## src/rtl/mem_port_arbiter.sv

```systemverilog
// Shares the single memory port between the multi-cycle CPU and the loader/debug port.
// Each access runs IDLE -> ISSUE -> (WAIT) -> DONE. The CPU has priority; a starvation counter bounds the loader's wait.
module mem_port_arbiter #(
  parameter int ADDR_W       = 16,
  parameter int DATA_W       = 16,
  parameter int MEM_LAT      = 1,
  parameter int STARVE_LIMIT = 4
) (
  input  logic              CLK,
  input  logic              Reset,
  input  logic              cpu_req,
  input  logic              cpu_we,
  input  logic [ADDR_W-1:0] cpu_addr,
  input  logic [DATA_W-1:0] cpu_wdata,
  output logic [DATA_W-1:0] cpu_rdata,
  output logic              cpu_done,
  output logic              cpu_stall,
  input  logic              ldr_req,
  input  logic              ldr_we,
  input  logic [ADDR_W-1:0] ldr_addr,
  input  logic [DATA_W-1:0] ldr_wdata,
  output logic [DATA_W-1:0] ldr_rdata,
  output logic              ldr_done,
  output logic              mem_en,
  output logic              mem_we,
  output logic [ADDR_W-1:0] mem_addr,
  output logic [DATA_W-1:0] mem_wdata,
  input  logic [DATA_W-1:0] mem_rdata,
  output logic              owner
);

  typedef enum logic [1:0] {IDLE = 2'd0, ISSUE = 2'd1, WAIT = 2'd2, DONE = 2'd3} state_t;

  state_t      state, state_d;
  logic        we_q, we_d, owner_d;
  logic        grant, ldr_win;
  logic [2:0]  wait_cnt;
  logic [3:0]  starve_cnt;
  logic        mem_en_d, mem_we_d, cpu_done_d, ldr_done_d;

  assign grant     = (state == IDLE) & (cpu_req | ldr_req);
  assign ldr_win   = ldr_req & (~cpu_req | (starve_cnt == 4'(STARVE_LIMIT)));
  assign cpu_stall = cpu_req & ~cpu_done;

  always_ff @(posedge CLK) begin
    if (!Reset) begin
      state      <= IDLE;
      owner      <= 1'b0;
      we_q       <= 1'b0;
      mem_en     <= 1'b0;
      mem_we     <= 1'b0;
      cpu_done   <= 1'b0;
      ldr_done   <= 1'b0;
      wait_cnt   <= '0;
      starve_cnt <= '0;
    end else begin
      state    <= state_d;
      owner    <= owner_d;
      we_q     <= we_d;
      mem_en   <= mem_en_d;
      mem_we   <= mem_we_d;
      cpu_done <= cpu_done_d;
      ldr_done <= ldr_done_d;
      if (state == ISSUE && !we_q)
        wait_cnt <= 3'(MEM_LAT - 1);
      else if (state == WAIT && wait_cnt != '0)
        wait_cnt <= wait_cnt - 3'd1;
      // Loader losses only count while it is actually asking; the count saturates.
      if (grant) begin
        if (ldr_win)
          starve_cnt <= '0;
        else if (ldr_req && starve_cnt != 4'(STARVE_LIMIT))
          starve_cnt <= starve_cnt + 4'd1;
      end
    end
  end

  always_comb begin
    state_d = state;
    case (state)
      IDLE:    if (cpu_req | ldr_req) state_d = ISSUE;
      ISSUE:   state_d = we_q ? DONE : WAIT;
      WAIT:    if (wait_cnt == '0) state_d = DONE;
      default: state_d = IDLE;
    endcase
  end

  // Outputs are computed from the next state so that they come straight out of flops.
  always_comb begin
    owner_d = owner;
    we_d    = we_q;
    if (grant) begin
      owner_d = ldr_win;
      we_d    = ldr_win ? ldr_we : cpu_we;
    end
    mem_en_d   = (state_d == ISSUE);
    mem_we_d   = (state_d == ISSUE) & we_d;
    cpu_done_d = (state_d == DONE) & ~owner_d;
    ldr_done_d = (state_d == DONE) & owner_d;
  end

  always_ff @(posedge CLK) begin
    if (!Reset) begin
      mem_addr  <= '0;
      mem_wdata <= '0;
      cpu_rdata <= '0;
      ldr_rdata <= '0;
    end else begin
      if (grant) begin
        mem_addr  <= ldr_win ? ldr_addr  : cpu_addr;
        mem_wdata <= ldr_win ? ldr_wdata : cpu_wdata;
      end
      if (state == WAIT && wait_cnt == '0) begin
        if (owner)
          ldr_rdata <= mem_rdata;
        else
          cpu_rdata <= mem_rdata;
      end
    end
  end

endmodule

```

## config.mk

```make
export PLATFORM = sky130hd
export DESIGN_NAME = mem_port_arbiter
export DESIGN_NICKNAME = d
export VERILOG_FILES = /design/src/rtl/mem_port_arbiter.sv
export SDC_FILE = /design/constraint.sdc
export NUM_CORES = 1
export LEC_CHECK = 0
export CORE_MARGIN = 4
export CORE_UTILIZATION = 44
export CTS_CLUSTER_SIZE = 12
export DETAILED_ROUTE_END_ITERATION = 6
export HOLD_SLACK_MARGIN = 0.15
export PLACE_DENSITY = 0.87
export SETUP_SLACK_MARGIN = 0.1
export SYNTH_ARGS = -nofsm -noshare
export SYNTH_HDL_FRONTEND = slang
export SYNTH_SLANG_ARGS = --single-unit
```

## constraint.sdc

```tcl
create_clock -name CLK -period 3.7 [get_ports CLK]
set_input_delay 0.74 -clock CLK [delete_from_list [all_inputs] [get_ports CLK]]
set_output_delay 0.74 -clock CLK [all_outputs]
set_load 0.01 [all_outputs]
```

After elaboration in Yosys (flattened, before gate mapping)
Index checks and enable logic that the tools add are counted.

Output and inout bits: 70. Bits in registers: 79. Word-level logic and storage cells: 58. Input port bits: 86.

Reductions and logical operators: 13. Equality and inequality tests: 6. Add/sub/neg operators: 2. Mux-type cells: 11. Bitwise logic cells: 13.

Operators by type and width (number): $mux 16 (2); $mux 4 (2); $and 1x1->1 (6); $pmux 2 s3 (1); $reduce_and 2->1 (3); $not 1->1 (5); $add 4x1->4 const B (1); $eq 2x1->1 const B (2); $eq 2x2->1 const B (2); $eq 4x3->1 const B (1); $logic_and 1x1->1 (4); $mux 1 (4); $mux 2 (2); $ne 4x3->1 const B (1); $logic_not 3->1 (1); $reduce_bool 3->1 (1); $sub 3x1->3 const B (1); $logic_not 2->1 (1); $or 1x1->1 (2); $reduce_bool 2->1 (1); $reduce_or 2->1 (1); $logic_not 1->1 (1).

Depth between registers and ports, before layout
Gate-level depths: netlist (run 1).

Depth in word-level cells: 6. Gate-level depth with buffers: 8.

Least setup slack after synthesis (run 1)
Ideal clock, no wire load.

Kind: input to output. Start point: in cpu_req. End point: out cpu_stall. Path buffers: 1. Stages: 3. Slack: 1821 ps. Data arrival time: 1139 ps. Data required time: 2960 ps. Cells stage by stage: buf_4 > inv_1 > nor2_1.

Cells in the longest elaborated chain, start to end: 1.

RTL lines: from (decl) (line 11) `input logic cpu_req,`; $and 1x1->1 (line 43) `assign cpu_stall = cpu_req & ~cpu_done;`; to (decl) (line 17) `output logic cpu_stall,`.

Every way passes these cells.

Final worst setup path (run 1)
Same ends and word-level chain as after synthesis.

==> metrics.txt, run 1 <==
PwrDens=612 nW/um^2; worst skew pair latency=350 ps; # DRC=0; Setup CP Type=primary input to output port; Fill cells=601; clk root buf=clkbuf_8; Crit Path Max Fanout=9; DRT iter0 DRCs=108; final hold violations=0; ys flop type=dfxtp_1; core footprint=7330 sq um; Area after DPL=4910 sq um; CP arrival=2280 ps; sequential-to-total area share from yosys stat=47.3%; Initial Utilization=45.7%; Tcrit/Tclk final=81.7%; Setup Fix Bufs, Post-CTS=0; Layout Nets=645; Synth async-reset ratio=0%; Worst Path Buf+Inv=3; Critical Path End Type=output port; Max Slew Vio Count=0; Area Overhead vs Synth=53.0%; Worst EP required=2960 ps; Die W=95.2 um; Total Power=3.13 mW; CTS hold repair buffers=0; H-tree depth=3; Synth top area share=47.3%; die area=9070 sq um; synth top area cells=dfxtp_1 47%, nand2_1 12%, a21oi_1 10%; Wirelength per Cell=14.9 um; CP top delay family=buffers and inverters; largest net degree at the start of global routing=45; drt pass-1 iters=5; Post-Route WL=9.75 mm; GRT overflow=0; Final Critical Period=3020 ps; Total GRT Usage=21.3%; number of synthesized flops with an enable pin=0; Max transition margin=56.0%; cell area after synthesis=3350 sq um; Leakage=1.91 nW; total CTS buffers=9; Mapped Cells=408; Fmax=0.331 GHz; GPL Wtd Cong=0.767; CTS sink cnt=79; Detailed Place HPWL=7.31 mm; most used cell, CP=clkdlybuf4s50_1; post-route ant nets=0; # IOs=156; RSZ-0062 raised after global routing=no; Clk pin slew, worst setup/hold paths=90 ps; height of the die=95.2 um; initial antenna violation count=0; Clock Skew=11.0 ps; post-synth top area cell=dfxtp_1; setup TNS=0 ps; setup violators final=0; worst hold path class=register to register; row count=31; Max VDD drop=0.318 mV; CTS tree=yes; DR vias=3374; Resized cells post-CTS=0; clk buf depth=2; startpoint types=primary input; Max Cap Viol=0; status=complete, no violations; IO Port Bufs=155; critical-path cell list=clkdlybuf4s50_1, inv_1, nor2_1, clkdlybuf4s50_1; # diodes=0; Placed Instances=639; synthesized flop and latch total=79; slew of the pin with the lowest slew margin=661 ps; layout cells sized above 1=5.22%; slowest cell on the critical path=clkdlybuf4s50_1; first-pass GRT wire length=15.2 mm; Non-Filler Instances=655; Synth cell types=40; Avg Inst Size Synth=8.20 sq um; vias in the first global route=3272; Critical Path Max Stage Delay=720 ps; syn_nets=502; Final Instance Area=5120 sq um; vias per cell=5.15; Synth Warn #=0
==> flip-flops by register name (all words and copies together) (netlist names) <==
name / count
cpu_done: 1
state: 2
starve_cnt: 4
mem_wdata: 16
wait_cnt: 3
ldr_done: 1
owner: 1
mem_we: 1
ldr_rdata: 16
cpu_rdata: 16
mem_addr: 16
we_q: 1
mem_en: 1
==> worst register-to-register path, delay by kind of cell (launching register included) <==
kind	cells	cell delay [ps]
AND/OR/NAND/NOR	3	830
flip-flops	1	380
adder cells (fa/ha/maj)	1	300
AO/OA/AOI/OAI	1	200
buffers and inverters	1	90
==> worst paths after layout <==
path / from / to / slack [ps] / cells past startpoint
worst max-delay path: cpu_req / cpu_stall / 680 / 4
worst min-delay path: ldr_rdata[8] / ldr_rdata[8] / 460 / 2
worst max register to register: state[0] / cpu_rdata[15] / 1830 / 6
worst min register to register: ldr_rdata[8] / ldr_rdata[8] / 460 / 2
==> per-stage QoR <==
step	utilization (%)	hold WS, ps	setup slack [ps]
after global placement	66.9	440	713
after detailed placement	66.9	445	680
after global routing	69.9	486	559
after CTS	69.9	458	666
after floorplan	-	471	1820
final	69.9	457	677
==> power by group <==
| part | switching [mW] | internal, mW | leakage, nW |
|---|---|---|---|
| sequential | 0.116 | 1.07 | 0.647 |
| clock | 0.303 | 0.382 | 0.107 |
| combinational | 0.643 | 0.624 | 1.16 |
==> placed cells by master, fill, tap and decap left out, types with 3 or more instances in the layout <==
cell type,count
o21ai_0,34
a21boi_0,14
a21boi_1,20
nor2b_1,3
ha_1,8
nand2_1,107
buf_4,5
a21oi_1,68
nand2b_1,3
dfxtp_1,79
clkbuf_8,9
nor2_1,6
inv_1,9
clkdlybuf4s50_1,154
==> area by class of cell <==
type	instances	area, sq um	area share, %
Multi-Input combinational cell	292	1580	30.9
Timing Repair Buffer	160	1580	30.9
Sequential cell	79	1580	30.9
Clock buffer	11	131	2.57
Tap cell	99	124	2.42
Clock inverter	5	82.6	1.61
Inverter	9	33.8	0.660
==> cells in the mapped netlist, types with 2 or more instances <==
cell type  instances
buf_6              2
nor2b_1            3
nor3_1             2
o21ai_0           34
dfxtp_1           79
and2_1             2
nand2_1          107
buf_4              5
a21boi_0          14
inv_1              9
o21a_1             2
buf_2              7
nor2_1             6
nor2_4             2
ha_1               8
a21oi_1           68
a21boi_1          20
clkbuf_1          14
nand2b_1           3
==> routing by layer <==
layer,wire length [um],track usage [%],part of all wire [%],up-vias
li1,-,-,-,1658
met1,3870,24.4,40,1535
met2,4640,36.3,48,161
met3,1030,7.66,11,20
met4,214,7.93,2.2,0
met5,0,0,0,-
==> kinds of logic after synthesis <==
family                   after synthesis  synth area share (%)
XOR/XNOR                               1                 0.262
buffers and inverters                 37                  5.42
AND/OR/NAND/NOR                      137                  18.2
AO/OA/AOI/OAI                        146                  25.9
adder cells (fa/ha/maj)                8                  2.99
flip-flops                            79                  47.3
Note: power is estimated with default switching activity, not from simulation.
==> run 2, diff against run 1 <==
Settings changed: CORE_UTILIZATION 44 to 37, PLACE_DENSITY 0.87 to 0.78.
Clock period 3.7 ns to 2.65 ns, I/O delays scaled along.
==> run 2 against run 1 <==
Compared with the run above:
- via count barely moved
- sequential share of layout area shrank 0.12 points
- final cell count rose by 2.0%
- die area increased by 17%
- total power increased by 37%
- hold slack worse by 2.1 ps
- largest cell class is now non-clock buffers
- combinational power up 44%
- routed wire length rose by 4.3%
- setup slack worse by 320 ps
- global-route usage shrank 2.9 points
- clock skew fell by 1.8 ps
- utilization down 11 points
- highest routed layer unchanged
==> metrics.txt, run 2 (synthesis results as in run 1) <==
FF-to-FF setup slack=750 ps; Initial Utilization=38.2%; status=complete, no violations; clk buf depth=2; GPL Wtd Cong=0.813; clk root buf=clkbuf_8; # diodes=0; Setup CP Type=primary input to output port; Detailed Place HPWL=7.46 mm; Final Instance Area=5140 sq um; most frequent cells in the layout=154 x clkdlybuf4s50_1, 107 x nand2_1, 79 x dfxtp_1, 68 x a21oi_1, 34 x o21ai_0; height of the die=103 um; Clk pin slew, worst setup/hold paths=90 ps; Tcrit/Tclk final=86.7%; Area Overhead vs Synth=53.6%; initial antenna violation count=0; row count=34; DRT iter0 DRCs=87; Max VDD drop=0.431 mV; Worst EP required=2120 ps; Clock Skew=9.20 ps; Max transition margin=54.8%; final hold violations=0; startpoint types=primary input; CTS sink cnt=79; setup TNS=0 ps; H-tree depth=3; Final Util=58.7%; Placed Instances=652; Total GRT Usage=18.5%; # IOs=156; Setup Fix Bufs, Post-CTS=0; IO Port Bufs=155; die area=10600 sq um; Non-Filler Instances=668; Critical Path End Type=output port; Fmax=0.435 GHz; CTS hold repair buffers=0; # DRC=0; Crit Path Max Fanout=3; Die W=103 um; drt pass-1 iters=6; vias in the first global route=3311; total CTS buffers=9; CP arrival=1770 ps; setup violators final=0; Post-Place Worst Slack=361 ps; most common cell after layout, fill and taps aside=clkdlybuf4s50_1; layout cells sized above 1=6.25%; Wirelength per Cell=15.2 um; Final Critical Period=2300 ps; largest net degree at the start of global routing=37; Max Slew Vio Count=0; Layout Nets=649; worst hold margin=455 ps; worst skew pair latency=340 ps; first-pass GRT wire length=15.4 mm; core footprint=8760 sq um; worst hold path class=register to register; CTS tree=yes; DR vias=3372; post-route ant nets=0; Area after DPL=4960 sq um; Resized cells post-CTS=0; RSZ-0062 raised after global routing=no; PwrDens=837 nW/um^2; slew of the pin with the lowest slew margin=678 ps; Leakage=1.91 nW; GRT overflow=0; Post-Route WL=10.2 mm; setup slack after layout=353 ps; Max Cap Viol=0; vias per cell=5.05; Total Power=4.30 mW
## run 2: cell count changes in the layout (fill, tap and decap cells not counted), sizes merged
cell,previous run,this run
buf,6,10
bufinv,2,0
clkinvlp,0,4
inv,9,11
clkinv,3,1
clkbuf,11,9
## run 2: worst max-delay path, cell delays in order
cell,delay (ps)
clkdlybuf4s50_1,510
inv_1,90
nor2_1,100
clkdlybuf4s50_1,540
## run 2: path summary, 6_finish.rpt
path | end | cells after the start | from
setup / recovery | cpu_stall | 4 | cpu_req
hold / removal | cpu_rdata[8] | 2 | cpu_rdata[8]
setup reg to reg | mem_addr[15] | 7 | starve_cnt[0]
hold reg to reg | cpu_rdata[8] | 2 | cpu_rdata[8]
## run 2: layer usage
| metal | GRT usage [%] | wire length (um) | vias to the layer above |
|---|---|---|---|
| met3 | 6.16 | 1050 | 16 |
| met5 | 0 | 0 | - |
| met4 | 8.37 | 165 | 0 |
| met1 | 20.9 | 4200 | 1544 |
| met2 | 31.4 | 4760 | 145 |
| li1 | - | - | 1667 |
## run 2: layout make-up
type	count	area (sq um)
Clock buffer	9	124
Clock inverter	7	56.3
Fill cell	803	3620
Inverter	9	33.8
Multi-Input combinational cell	292	1580
Sequential cell	79	1580
Tap cell	108	135
Timing Repair Buffer	164	1630
## run 2: report_power, final
part           internal (mW)  switching [mW]  leakage [nW]  total, mW
logic                  0.905           0.927          1.18       1.83
registers               1.49           0.151         0.647       1.64
clock network          0.348           0.483        0.0785      0.831
